<file path="config.mk">
export PLATFORM = sky130hd
export DESIGN_NAME = adc_feature_framer
export DESIGN_NICKNAME = d
export VERILOG_FILES = /design/src/rtl/adc_fe_pkg.sv /design/src/rtl/adc_fe_timer.sv /design/src/rtl/adc_feature_framer.sv
export SDC_FILE = /design/constraint.sdc
export NUM_CORES = 1
export LEC_CHECK = 0
export BUFFER_PORTS_ARGS = -buffer_cell sky130_fd_sc_hd__buf_2
export CAP_MARGIN = 20
export CORE_ASPECT_RATIO = 1.75
export CORE_MARGIN = 10
export CORE_UTILIZATION = 35
export DETAILED_ROUTE_END_ITERATION = 6
export GPL_TIMING_DRIVEN = 1
export PLACE_DENSITY_LB_ADDON = 0.2
export RECOVER_POWER = 50
export SKIP_LAST_GASP = 1
export SYNTH_ARGS = -nofsm -noshare
export SYNTH_HDL_FRONTEND = slang
export SYNTH_SLANG_ARGS = --single-unit
export TNS_END_PERCENT = 30
</file>
<file path="constraint.sdc">
create_clock -name i_clk -period 2.56 [get_ports i_clk]
set_clock_uncertainty 0.2 [all_clocks]
set_input_delay 0.256 -clock i_clk [delete_from_list [all_inputs] [get_ports i_clk]]
set_output_delay 0.256 -clock i_clk [all_outputs]
set_load 0.02 [all_outputs]
</file>
<file path="src/rtl/adc_fe_pkg.sv">
// Shared types and helpers for the ADC feature framer.
// State encoding, channel index width and sample quantization.
package adc_fe_pkg;

  typedef enum logic [2:0] {
    IDLE,
    SETTLE,
    CONVERT,
    WAIT,
    PRESENT
  } state_t;

  localparam int FEAT_MAX = 8;
  localparam int IDX_W    = $clog2(FEAT_MAX);
  localparam int RAW_W    = 16;

  // Keep the top bits of a raw sample: plain truncation, no rounding.
  function automatic logic [RAW_W-1:0] quantize(
    input logic [RAW_W-1:0] raw,
    input int               shift
  );
    return raw >> shift;
  endfunction

endpackage

</file>
<file path="src/rtl/adc_fe_timer.sv">
// Loadable down-counter with zero flag.
// Shared by the settle delay and the conversion timeout.
module adc_fe_timer
  import adc_fe_pkg::*;
#(
  parameter int W = 8
) (
  input  logic         i_clk,
  input  logic         i_rst,
  input  logic         i_load,
  input  logic [W-1:0] i_load_val,
  input  logic         i_dec,
  output logic         o_zero
);

  logic [W-1:0] r_cnt;

  always_ff @(posedge i_clk) begin
    if (i_rst) begin
      r_cnt <= '0;
    end else if (i_load) begin
      r_cnt <= i_load_val;
    end else if (i_dec && (r_cnt != '0)) begin
      r_cnt <= r_cnt - 1'b1;
    end
  end

  assign o_zero = (r_cnt == '0);

endmodule

</file>
<file path="src/rtl/adc_feature_framer.sv">
// Sequences a shared ADC over N_FEAT channels into a packed feature frame.
// Define OVERSAMPLE_AVG_EN to convert each channel twice and average.
module adc_feature_framer
  import adc_fe_pkg::*;
#(
  parameter int N_FEAT      = 6,
  parameter int IN_W        = 4,
  parameter int ADC_W       = 8,
  parameter int SETTLE_CYC  = 2,
  parameter int TIMEOUT_CYC = 255
) (
  input  logic                   i_clk,
  input  logic                   i_rst,
  input  logic                   i_start,
  output logic [2:0]             o_adc_sel,
  output logic                   o_adc_conv,
  input  logic                   i_adc_done,
  input  logic [ADC_W-1:0]       i_adc_data,
  output logic [N_FEAT*IN_W-1:0] o_feat_vec,
  output logic                   o_feat_valid,
  input  logic                   i_feat_ready,
  output logic                   o_busy,
  output logic                   o_timeout_err
);

  localparam int CNT_MAX =
    (SETTLE_CYC > TIMEOUT_CYC) ? SETTLE_CYC : TIMEOUT_CYC;
  localparam int CNT_W = $clog2(CNT_MAX + 1);
  localparam logic [CNT_W-1:0] SETTLE_LD =
    CNT_W'(SETTLE_CYC - 1);
  localparam logic [CNT_W-1:0] TO_LD =
    CNT_W'(TIMEOUT_CYC - 1);
  localparam logic [IDX_W-1:0] LAST_IDX =
    IDX_W'(N_FEAT - 1);
  localparam int Q_SHIFT = ADC_W - IN_W;

  state_t                      r_state;
  state_t                      w_state_nxt;
  logic [IDX_W-1:0]            r_idx;
  logic [N_FEAT-1:0][IN_W-1:0] r_shadow;
  logic [N_FEAT-1:0][IN_W-1:0] w_shadow_nxt;
  logic [N_FEAT*IN_W-1:0]      r_feat_vec;
  logic                        r_timeout_err;

  logic             w_tmr_load;
  logic [CNT_W-1:0] w_tmr_val;
  logic             w_tmr_dec;
  logic             w_tmr_zero;

  logic            w_start_acc;
  logic            w_sample;
  logic            w_timeout;
  logic            w_more;
  logic            w_ch_done;
  logic            w_last;
  logic [IN_W-1:0] w_feat;

  adc_fe_timer #(
    .W (CNT_W)
  ) u_timer (
    .i_clk      (i_clk),
    .i_rst      (i_rst),
    .i_load     (w_tmr_load),
    .i_load_val (w_tmr_val),
    .i_dec      (w_tmr_dec),
    .o_zero     (w_tmr_zero)
  );

`ifdef OVERSAMPLE_AVG_EN
  logic             r_second;
  logic [ADC_W-1:0] r_s0;
  logic             r_to0;
  logic [ADC_W:0]   w_sum;

  assign w_sum  = {1'b0, r_s0} + {1'b0, i_adc_data};
  assign w_more = ~r_second;
  assign w_feat = (w_timeout | r_to0) ? '0 :
    IN_W'(quantize(RAW_W'(w_sum >> 1), Q_SHIFT));

  always_ff @(posedge i_clk) begin
    if (i_rst) begin
      r_second <= 1'b0;
      r_s0     <= '0;
      r_to0    <= 1'b0;
    end else if (w_start_acc) begin
      r_second <= 1'b0;
    end else if (w_sample) begin
      r_second <= ~r_second;
      if (!r_second) begin
        r_s0  <= i_adc_data;
        r_to0 <= w_timeout;
      end
    end
  end
`else
  assign w_more = 1'b0;
  assign w_feat = w_timeout ? '0 :
    IN_W'(quantize(RAW_W'(i_adc_data), Q_SHIFT));
`endif

  assign w_ch_done = w_sample & ~w_more;
  assign w_last    = (r_idx == LAST_IDX);

  always_ff @(posedge i_clk) begin
    if (i_rst) begin
      r_state <= IDLE;
    end else begin
      r_state <= w_state_nxt;
    end
  end

  always_comb begin
    w_state_nxt = r_state;
    w_tmr_load  = 1'b0;
    w_tmr_val   = SETTLE_LD;
    w_tmr_dec   = 1'b0;
    w_start_acc = 1'b0;
    w_sample    = 1'b0;
    w_timeout   = 1'b0;
    unique case (r_state)
      IDLE: begin
        if (i_start) begin
          w_start_acc = 1'b1;
          w_tmr_load  = 1'b1;
          w_state_nxt = SETTLE;
        end
      end
      SETTLE: begin
        if (w_tmr_zero) begin
          w_state_nxt = CONVERT;
        end else begin
          w_tmr_dec = 1'b1;
        end
      end
      CONVERT: begin
        w_tmr_load  = 1'b1;
        w_tmr_val   = TO_LD;
        w_state_nxt = WAIT;
      end
      WAIT: begin
        // A real answer wins over a timeout landing on the same cycle.
        if (i_adc_done || w_tmr_zero) begin
          w_sample  = 1'b1;
          w_timeout = ~i_adc_done;
          if (w_more) begin
            w_state_nxt = CONVERT;
          end else if (w_last) begin
            w_state_nxt = PRESENT;
          end else begin
            w_tmr_load  = 1'b1;
            w_state_nxt = SETTLE;
          end
        end else begin
          w_tmr_dec = 1'b1;
        end
      end
      PRESENT: begin
        if (i_feat_ready) begin
          w_state_nxt = IDLE;
        end
      end
      default: begin
        w_state_nxt = IDLE;
      end
    endcase
  end

  always_comb begin
    w_shadow_nxt = r_shadow;
    for (int i = 0; i < N_FEAT; i++) begin
      if (r_idx == IDX_W'(i)) begin
        w_shadow_nxt[i] = w_feat;
      end
    end
  end

  // Output frame only moves on the final channel, so it is double buffered.
  always_ff @(posedge i_clk) begin
    if (i_rst) begin
      r_idx         <= '0;
      r_shadow      <= '0;
      r_feat_vec    <= '0;
      r_timeout_err <= 1'b0;
    end else begin
      if (w_start_acc) begin
        r_idx         <= '0;
        r_timeout_err <= 1'b0;
      end
      if (w_sample && w_timeout) begin
        r_timeout_err <= 1'b1;
      end
      if (w_ch_done) begin
        r_shadow <= w_shadow_nxt;
        if (w_last) begin
          r_feat_vec <= w_shadow_nxt;
        end else begin
          r_idx <= r_idx + 1'b1;
        end
      end
    end
  end

  assign o_adc_sel     = r_idx;
  assign o_adc_conv    = (r_state == CONVERT);
  assign o_feat_valid  = (r_state == PRESENT);
  assign o_busy        = (r_state != IDLE);
  assign o_feat_vec    = r_feat_vec;
  assign o_timeout_err = r_timeout_err;

endmodule

</file>
==> summary by stage, run 1 <==
Flow run
The number of maximum-capacitance constraint violations is 0.

Route
For this block, the initial DRC count from the detailed router was 101. The met1 wire length is 2620 um. The topmost layer with routed signal wires is met4. The amount of wire on met2 after detailed routing is 3720 um. The first detailed-routing pass took 4 iterations. The overall via count from detail_route is 2,189.

The routed length per placed instance is 15.8 um. The number of nets with antenna violations after routing is 0. After detailed routing, the number of remaining DRC violations is 0. Summed over all layers, the routed wires come to 6790 um.

Using the TritonRoute via totals, the vias-per-cell ratio works out to 5.08. Summed over all nets, wire length on met3 after detailed routing comes to 299 um.

Setup path
For this run, the slowest stage of the critical path takes 0.39 ns. The length in cells of the worst reg-to-reg path is 8. Broken down by cell family, the worst path's largest delay share belongs to compound AO/OA/AOI/OAI gates. The destination of the worst register-to-register timing path is u_timer.r_cnt[6]$_SDFFE_PP0P_. The reg-to-reg critical path startpoint is u_timer.r_cnt[0]$_SDFFE_PP0P_. Setup slack on the worst reg-to-reg path comes out at 0.23 ns. The worst setup path is launched from a flop. Data on the critical path is required at its endpoint by 2.60 ns. Of all nets on the critical path, the largest fanout is 8.

Among all stages on the critical path, the largest delay is contributed by dfxtp_1. The worst setup path is captured at a flop. The critical path class is reg -> reg. For the worst setup path, the data arrival time is 2.37 ns. The startpoint of the most critical setup path is u_timer.r_cnt[0]$_SDFFE_PP0P_. Traced cell by cell, the critical path runs through inv_1, ha_1, nor4b_4, buf_4, a21oi_2, o21a_1, nand2_1, o22ai_1.

The sum of buffers and inverters on the critical path is 2.

Synth
The share of synthesized area in the top cell type comes to 0.433. In this run the mean area of a mapped cell was 8.88 um^2. Synthesis inferred 59 register bits. The most repeated cell in the gate-level netlist after synthesis is dfxtp_1. The cell type with the largest total area after synthesis is dfxtp_1.

Ranked by instance count, the synthesized netlist is headed by dfxtp_1 (59), nand2_1 (44), nor2_1 (38). The proportion of synthesized chip area in sequential cells is 0.433. By area the synthesized netlist is led by dfxtp_1 (43%), mux2i_1 (8.4%), nand2_1 (6.1%), nor2_1 (5.2%), ha_1 (3.2%).

After synthesis, the share of flip-flops with an asynchronous set or reset is 0. The gate count of the mapped netlist is 307. The Yosys warning count is 0. After synthesis the cells add up to 2730 um^2. Yosys mapped a number of flops with a built-in enable equal to 0.

The count of different cell masters after synthesis is 45. For this run, the leading register cell type out of synthesis is dfxtp_1. The post-synthesis net count is 327.

Clocking
The longest clock path from root to sink contains 2 buffers. TritonCTS built the clock tree. The number of post-CTS setup repair buffers is 0. Clock-pin slew was measured on the worst setup and hold paths at 0.05 ns. Hold repair after CTS inserted 0 buffers. In this run, post-CTS repair resized a total of 0 instances.

The number of H-tree levels is 3. The clock root buffer is clkbuf_16. The number of clock buffers inserted by TritonCTS is 9. The clock latency on the worst-skew pair is 0.32 ns. The tree built by TritonCTS fans out to 59 sinks.

Power and ir drop
The total power density per cell area is 926 nW/um^2. After layout, the design draws a total of 2.94 mW. The maximum resistive drop on vdd is 0.000559 V. Summed over all cells, the static leakage comes to 1.15 nW.

Floorplan
The area enclosed by the die boundary is 11,900 um^2. The total area inside the core boundary comes to 7570 um^2. The starting density of the core is 0.360.

The number of rows in the core area is 42. The floorplan step set the die width to 86.7 um. Measured along the y axis, the die boundary spans 137 um. The number of top-level pins is 44.

Timing
The final worst slack is 0.229 ns. In the finished design, the share of the clock period the worst path needs comes to 0.910. The number of hold violations in the final report is 0.

Setup repair after global routing left no endpoint under its margin. The slew at the pin with the worst max-slew slack is 0.549 ns. The number of endpoints failing setup at the final stage is 0.

Static timing analysis puts the maximum clock frequency at 429 MHz. The count of pins over their slew limit came to 0. The smallest clock period supported by the final layout is computed as 2.33 ns. The worst slew slack as a fraction of its limit is 0.625. The sum of negative setup slack is 0 ns.

Layout
The final layout contains 359 nets. The footprint of the multi-input gates is 1380 um^2. The area growth from synthesis to layout is 16.4%.

The final antenna diode count is 0. The finished layout cell area is 3170 um^2. The number of fill cells in the layout is 828.

The sequential cells in the finished layout cover a total of 1180 um^2. The fraction of final layout cells sized beyond drive strength 1 is 0.125.

Min path
In this run the most critical hold path is launched from i_start. The count of cells along the worst hold path is 3. The path type of the worst min-delay path is in -> reg.

The end point of the worst hold path is r_state[2]$_SDFFE_PP0P_.

Global routing
The global route total overflow is 0. For this run, the total global-route usage over all layers was measured as 0.121. The wire length of the first global-routing pass is 11,300 um.

Entering global routing, the biggest net connects 42 pins. The via count of the first global-routing pass is 2,236. The initial antenna violation count is 0.

Placed design
The placement-stage worst setup slack is 0.245 ns. The placed standard-cell area is 2970 um^2. The count of buffers inserted at the top-level ports is 39. The wire-length estimate of the detail-placed layout is 5050 um. The placer's final routability congestion estimate is 0.807.

Status
The flow ran to the end, and the final reports show no timing, DRC or antenna violations.
## cell usage in the layout, fill, tap and decap left out, drive strengths merged, types with 2 or more instances in the layout
cell type	Yosys	routed
o21a	2	2
nand4b	2	2
nand3	4	4
mux2i	23	23
nand3b	2	2
o21ai	6	6
ha	7	7
o22ai	3	3
buf	11	13
clkinv	0	3
nor2b	8	8
nand2b	2	2
a221oi	4	4
nand4	3	3
dfxtp	59	59
clkbuf	12	43
a21oi	24	24
nor2	38	38
inv	9	9
nand2	44	44
nor3	15	15
nor3b	2	2
a311oi	5	5
and2	7	7
and4	3	3
## tightest hold or removal path, delay by kind of cell
| kind | cells | cell delay (ns) |
|---|---|---|
| buffers and inverters | 1 | 0.11 |
| and+or+nand+nor | 2 | 0.15 |
## state kept, by name, summed over array words and instances (netlist names)
signal,flops
r_shadow,20
u_timer.r_cnt,8
o_feat_vec,24
o_timeout_err,1
o_adc_sel,3
r_state,3
## layer usage
layer | up-vias | global-route usage
li1 | 1112 | -
met1 | 1035 | 0.119
met2 | 31 | 0.217
met3 | 11 | 0.0381
met4 | 0 | 0.0660
met5 | - | 0
## area by class of cell
type                            instances  share of cell area
Sequential cell                        59               0.372
Timing Repair Buffer                   44              0.0650
Multi-Input combinational cell        216               0.435
Inverter                                9              0.0106
Clock inverter                          3             0.00473
Clock buffer                           12              0.0777
Tap cell                               88              0.0347
## how the worst max path moves through the flow
stage                               endpoint  slack [ns]  cells after the start
6_report       u_timer.r_cnt[6]$_SDFFE_PP0P_        0.23                      8
5_1_grt          o_feat_vec[15]$_SDFFE_PP0P_        0.08                      7
4_1_cts          o_feat_vec[19]$_SDFFE_PP0P_        0.24                      8
3_5_place_dp     o_feat_vec[19]$_SDFFE_PP0P_        0.24                      8
3_3_place_gp     o_feat_vec[19]$_SDFFE_PP0P_        0.31                      8
2_1_floorplan        o_adc_sel[1]$_SDFF_PP0_        0.53                      7
## stage by stage
step	utilization	std cells	hold WS (ns)
3_3_place_gp	0.392	416	0.242
5_1_grt	0.419	431	0.0633
4_1_cts	0.426	431	0.0422
6_report	0.419	431	0.0436
2_1_floorplan	-	307	0.231
3_5_place_dp	0.392	416	0.245
## report_power, final
| part | internal [mW] | switching, mW |
|---|---|---|
| registers | 0.992 | 0.107 |
| clock network | 0.668 | 0.381 |
| logic | 0.313 | 0.478 |
## logic make-up after synthesis
family | after synthesis | synth area share
adders and majority gates | 7 | 0.0321
xor gates and xnor gates | 1 | 0.00321
AOI/OAI and AO/OA | 51 | 0.131
buffers and inverters | 32 | 0.0551
and+or+nand+nor | 134 | 0.261
DFF | 59 | 0.433
muxes | 23 | 0.0844
No activity file was read; power rests on OpenSTA's default activity.
==> inputs of run 2 (changes only) <==
- clock period: 2.56 -> 1.9 ns (I/O delays scaled with it)
==> run 2 against run 1 <==
The flow now finishes with violations (negative setup slack); global-route usage is 0.32 points higher; clock-buffer cell count is 1 higher; sequential power is 29% higher; maximum frequency is 16% higher; clock power is 43% higher; via count is 5.6% higher; routed wire length is 1.5% higher; non-clock buffer count is 30 higher; critical path depth stayed put; register-to-register slack worse by 0.34 ns; design area is 12% higher; setup slack worse by 0.34 ns.
==> summary by stage, run 2 (same netlist as run 1, synthesis figures left out) <==
Power and ir drop
The worst-case IR drop observed on VDD is 0.000775 V. The total power density per cell area is 1230 nW/um^2. Total power for the finished layout comes to 4.40 mW.

The analysis attributes to cell leakage a power of 1.43 nW.

Timing
The number of endpoints failing setup at the final stage is 32. After layout, the worst setup slack is -0.106 ns. The count of pins over their slew limit is 0.

The number of hold violations in the final report was 0. For this run, the top clock speed supported by timing is 499 MHz. The minimum clock period after layout is 2.01 ns.

Setup repair after global routing could not meet its margin everywhere. The sum of negative setup slack is -1.91 ns. On the final layout, the worst hold slack is 0.0164 ns. The share of the cycle needed by the critical path after routing is 1.06.

The worst pin sits at a relative slew slack of 0.615. The slew at the pin with the worst max-slew slack is 0.563 ns.

Global routing
The via count of the first global-routing pass came to 2,378. The initial antenna violation count came to 0. The first global-routing pass estimated 11,600 um of wire. The largest net degree at the start of global routing is 39. The global route total overflow is 0.

In the global route stage, overall resource usage came out at 0.124.

Setup path
The largest fanout of any net on the critical path is 6. The critical path arrival is 2.01 ns. The critical path class is reg -> reg. At the worst endpoint, the required time is 1.91 ns. The kind of start point of the critical path is a flop. The worst setup path is captured at a flop.

Layout
The leading cell type in the layout, fill and taps excluded is dfxtp_1. The register with the most flip-flops in the layout has 24 of them. Summing all multi-input logic gate instances after layout gives 1480 um^2. The area growth from synthesis to layout is 30.9%. The number of fill cells in the layout is 794. The footprint of the flip-flops and latches is 1180 um^2. The finished cells cover 3570 um^2. The post-route non-filler standard cell count is 461. In the layout the commonest cells are dfxtp_1 (57), nand2_1 (43), nor2_1 (38). The fraction of final layout cells sized beyond drive strength 1 is 0.295. The post-layout net count is 389. The final antenna diode count is 0.

Status
The final reports fail on negative setup slack. The flow ran to the end, but the final reports show violations.

Placed design
Detailed placement ended at an HPWL of 5100 um. The placer's final routability congestion estimate is 0.788. Buffers placed on the I/O ports in this run total 39. In this run, placement finished with an instance count of 441.

The placed standard-cell area is 3220 um^2.

Clocking
The number of H-tree levels is 3. The number of clock buffers inserted by TritonCTS is 9. Clock tree synthesis selected as its root buffer the cell clkbuf_16. The clock latency on the worst-skew pair is 0.33 ns. TritonCTS built the clock tree. Counting every sink on the clock net gives 59. No sink is reached through more buffers than the 2 on the longest clock path.

Clock-pin slew was measured on the worst setup and hold paths at 0.05 ns.

Route
For this run, the detailed router's first-pass iteration total came to 4. Using the TritonRoute via totals, the vias-per-cell ratio works out to 5.01. The number of remaining DRC errors is 0. In this run the remaining antenna-violating nets after routing total 0.

The final layout contains routed wiring with a total length of 6890 um. Detailed routing inserted a total of 2,311 vias. The routed length per placed instance is 14.9 um. The violation count after the first detailed-route iteration is 81.

Floorplan
The number of top-level pins is 44. The initial utilization of the core area, before any placement, comes to 0.360. The die outline width is 86.7 um. The floorplan has 42 rows. The area of the core is 7570 um^2. From bottom edge to top edge, the die measures 137 um. The die covers 11,900 um^2.

Flow run
The number of maximum-capacitance constraint violations is 0.

Min path
The path type of the worst min-delay path is in -> reg.
## run 2: changes by cell type in the layout (fill, tap and decap cells not counted), sizes merged
cell         delta
buf            +44
clkbuf         -15
clkinv          -1
dlygate4sd3     +2
## run 2: worst max-delay path, stage by stage (launching register included)
cell and delay (ns):
dfxtp_2 0.32, inv_2 0.07, ha_4 0.13, nor4b_4 0.26, buf_4 0.20, nand4b_4 0.15
buf_6 0.18, a311oi_2 0.29, nor3_1 0.08
## run 2: layer usage
metal / global-route usage / wire length, um
met1: 0.124 / 2680
met2: 0.217 / 3740
met3: 0.0500 / 365
met4: 0.0588 / 108
met5: 0 / 0
## run 2: through the flow
step           setup slack [ns]   util
2_1_floorplan           -0.0847      -
3_3_place_gp             -0.165  0.425
3_5_place_dp             -0.205  0.425
4_1_cts                  -0.119  0.473
5_1_grt                  -0.243  0.472
6_report                 -0.106  0.472
## run 2: timing repair
item,CTS,global route
setup endpoints to repair,44,59
hold buffers,2,0
setup buffers,3,0
pin swaps,2,1
endpoints found under the hold margin,4,0
gates resized for setup,21,1
## run 2: final cells by class
class / instances / share of cell area
sequential: 59 / 0.332
clock buffer: 13 / 0.0757
multi-input combinational: 216 / 0.416
inverter: 9 / 0.00947
clock inverter: 2 / 0.00281
tap: 88 / 0.0309
timing repair buffer: 74 / 0.134
## run 2: worst paths after layout
check / from / end / slack, ns / cells past startpoint
setup / recovery: u_timer.r_cnt[1]$_SDFFE_PP0P_ / o_feat_vec[13]$_SDFFE_PP0P_ / -0.11 / 8
hold / removal: i_feat_ready / r_state[0]$_SDFFE_PP0P_ / 0.02 / 4
setup reg to reg: u_timer.r_cnt[1]$_SDFFE_PP0P_ / o_feat_vec[13]$_SDFFE_PP0P_ / -0.11 / 8
hold reg to reg: o_feat_vec[22]$_SDFFE_PP0P_ / o_feat_vec[22]$_SDFFE_PP0P_ / 0.25 / 2
## run 2: power breakdown
part	total, mW	internal, mW	switching (mW)	leakage (nW)
clock network	1.50	0.975	0.525	0.141
registers	1.42	1.34	0.0794	0.477
logic	1.48	0.693	0.789	0.810
total	4.40	3.01	1.39	1.43
==> inputs of run 3 (changes only) <==
- BUFFER_PORTS_ARGS: -buffer_cell sky130_fd_sc_hd__buf_2 -> default
- DONT_BUFFER_PORTS: default -> 1
==> run 3 against run 2 <==
The run ends with negative hold slack, negative setup slack left; first-iteration DRC count increased by 46%; design area decreased by 3.4%; die area unchanged; combinational power about the same; critical path depth increased by 1; routed wire length decreased by 0.61%; non-clock buffer count decreased by 38; sequential cell count unchanged; sequential power about the same; utilization decreased by 1.6 points; via count decreased by 5.8%; critical endpoint is now r_shadow[0]$_SDFFE_PP0N_.
==> summary by stage, run 3 (same netlist as run 1, synthesis figures left out) <==
Global routing
The initial antenna violation count is 0. The global route total overflow is 0. The via count of the first global-routing pass is 2,208. The largest net degree at the start of global routing is 60. The first global-routing pass estimated 11,400 um of wire.

The total track usage is 0.125.

Clocking
The clock latency on the worst-skew pair is 0.33 ns. CTS saw 59 sinks. The maximum count of clock buffers along a single path is 2.

The clock root buffer is clkbuf_16. The hold-fix buffer count after cts is 2. The number of clock buffers inserted by TritonCTS is 9. The TritonCTS clock tree is done. The number of H-tree levels is 3. The register clock-pin slew on the reported worst setup and hold paths is 0.05 ns.

Layout
Leaving out fill and tap cells, the most frequent cell in the layout is dfxtp_1. At the end of the flow the core is filled with cells to 0.456. The repair_antennas step left the layout with diodes totalling 0.

Once layout is done, the placed cells without fillers occupy 3450 um^2. After the flow finishes, the layout carries non-filler instances totaling 424. In the layout the commonest cells are dfxtp_1 (56), nand2_1 (43), nor2_1 (37). The post-layout net count is 352. Compared with the post-synthesis result, the final layout area differs by 26.4%.

The flip-flop count of the largest register after layout is 24. In the final layout, the share of cells above drive strength 1 is 0.271.

Route
In this run, the number of DRC markers left after iteration 0 of detailed routing was 118. The number of nets with antenna violations after routing is 0. Across all layers, the routed design uses 2,177 vias. The sum of routed wire length over all layers is 6850 um. The average vias per placed instance is 5.13.

Before antenna repair, the detailed router went through 4 iterations. The routed length per placed instance is 16.2 um. In the routed design, unresolved DRC markers number 0.

Timing
Setup violations remaining at the end of the flow were counted as 12. The slew at the pin with the worst max-slew slack is 0.454 ns. The count of pins over their slew limit is 0. Setup repair after global routing could not meet its margin everywhere. The share of the cycle needed by the critical path after routing is 1.02. The worst hold margin is -0.261 ns. Measured against its own limit, the worst slew margin works out to 0.696. For the final routed database, the setup TNS stands at -0.159 ns. The number of hold violations in the final report was 58. Timing would allow up to 518 MHz. Subtracting the final worst setup slack from the clock period gives 1.93 ns.

Across all setup checks in the final design, the least slack found is -0.0305 ns.

Placed design
In this run, placement finished with an instance count of 404. The placed standard-cell area is 3020 um^2. The count of buffers inserted at the top-level ports is 0.

Detailed placement ended at an HPWL of 4940 um. Routability-driven placement finished with a final weighted congestion of 0.723. Prior to clock tree synthesis, the placed netlist has a worst setup slack of -0.159 ns.

Status
The run finished, with violations left. The final reports fail on negative hold slack, negative setup slack.

Floorplan
In this run the vertical extent of the chip is 137 um. From left edge to right edge, the die measures 86.7 um. The area of the core is 7570 um^2. The starting density of the core is 0.360. The floorplan has 42 rows. The die covers 11,900 um^2. The number of top-level pins is 44.

Min path
The startpoint of the most critical hold path is i_rst. The count of cells along the worst hold path is 1. The path with the worst hold slack has its endpoint at o_feat_vec[6]$_SDFFE_PP0P_. The path type of the worst min-delay path is in -> reg.

Setup path
The destination of the worst register-to-register timing path is r_shadow[0]$_SDFFE_PP0N_. The internal reg-to-reg setup slack is -0.03 ns. The critical path contains buffers and inverters numbering 3 combined. The worst setup path is captured at a flop. The critical path goes through inv_2, ha_4, nor4b_4, buf_12, a21o_4, and4_4, buf_6, mux2i_1, nor2_1. The worst setup path is launched from a flop. For the worst flop-to-flop path, the logic depth is 9. The slowest stage cell on the critical path is dfxtp_2. The delay of the slowest cell on the worst path is 0.32 ns. The family with the most delay on the worst path is simple AND/OR/NAND/NOR gates. STA puts the critical path data required time at 1.92 ns. Data on the critical path arrives at its endpoint at 1.95 ns.

The reg-to-reg critical path startpoint is u_timer.r_cnt[1]$_SDFFE_PP0P_. The critical path is of the reg -> reg type. The largest fanout of any net on the critical path is 6.

Power and ir drop
The overall power after layout is 4.54 mW. The standby leakage power is 1.31 nW. The maximum resistive drop on vdd is 0.000831 V. Power spread over the standard cell area amounts to 1320 nW/um^2.

Flow run
The number of maximum-capacitance constraint violations is 0.
## run 3: routing by layer
metal  global-route usage  share of wire
met5                    0              0
met4               0.0515          0.014
met3               0.0613          0.078
met2                0.211           0.53
met1                0.127           0.37
## run 3: repair_timing
action	CTS	global route
endpoints found under the setup margin	50	56
gates cloned	1	0
pin swaps	3	3
endpoints found under the hold margin	59	58
resized for setup	17	11
buffers inserted	2	0
## run 3: worst max-delay path by stage
stage | from | endpoint | slack (ns) | cells after the start
6_report | u_timer.r_cnt[1]$_SDFFE_PP0P_ | r_shadow[0]$_SDFFE_PP0N_ | -0.03 | 9
5_1_grt | u_timer.r_cnt[1]$_SDFFE_PP0P_ | r_shadow[1]$_SDFFE_PP0N_ | -0.14 | 9
3_5_place_dp | u_timer.r_cnt[1]$_SDFFE_PP0P_ | o_feat_vec[12]$_SDFFE_PP0P_ | -0.16 | 8
3_3_place_gp | u_timer.r_cnt[1]$_SDFFE_PP0P_ | o_feat_vec[12]$_SDFFE_PP0P_ | -0.13 | 8
4_1_cts | u_timer.r_cnt[1]$_SDFFE_PP0P_ | r_shadow[0]$_SDFFE_PP0N_ | -0.04 | 9
2_1_floorplan | u_timer.r_cnt[1]$_SDFFE_PP0P_ | r_shadow[10]$_SDFFE_PP0N_ | -0.08 | 8
## run 3: final cells by class
class                           count  area, um^2
Multi-Input combinational cell    217        1520
Sequential cell                    59        1180
Fill cell                         770        4120
Clock buffer                       13         260
Clock inverter                      2        35.0
Tap cell                           88         110
Inverter                            9        33.8
Timing Repair Buffer               36         303
## run 3: power by group
part	internal [mW]	switching, mW
clock	1.07	0.528
combinational	0.709	0.792
sequential	1.34	0.0986
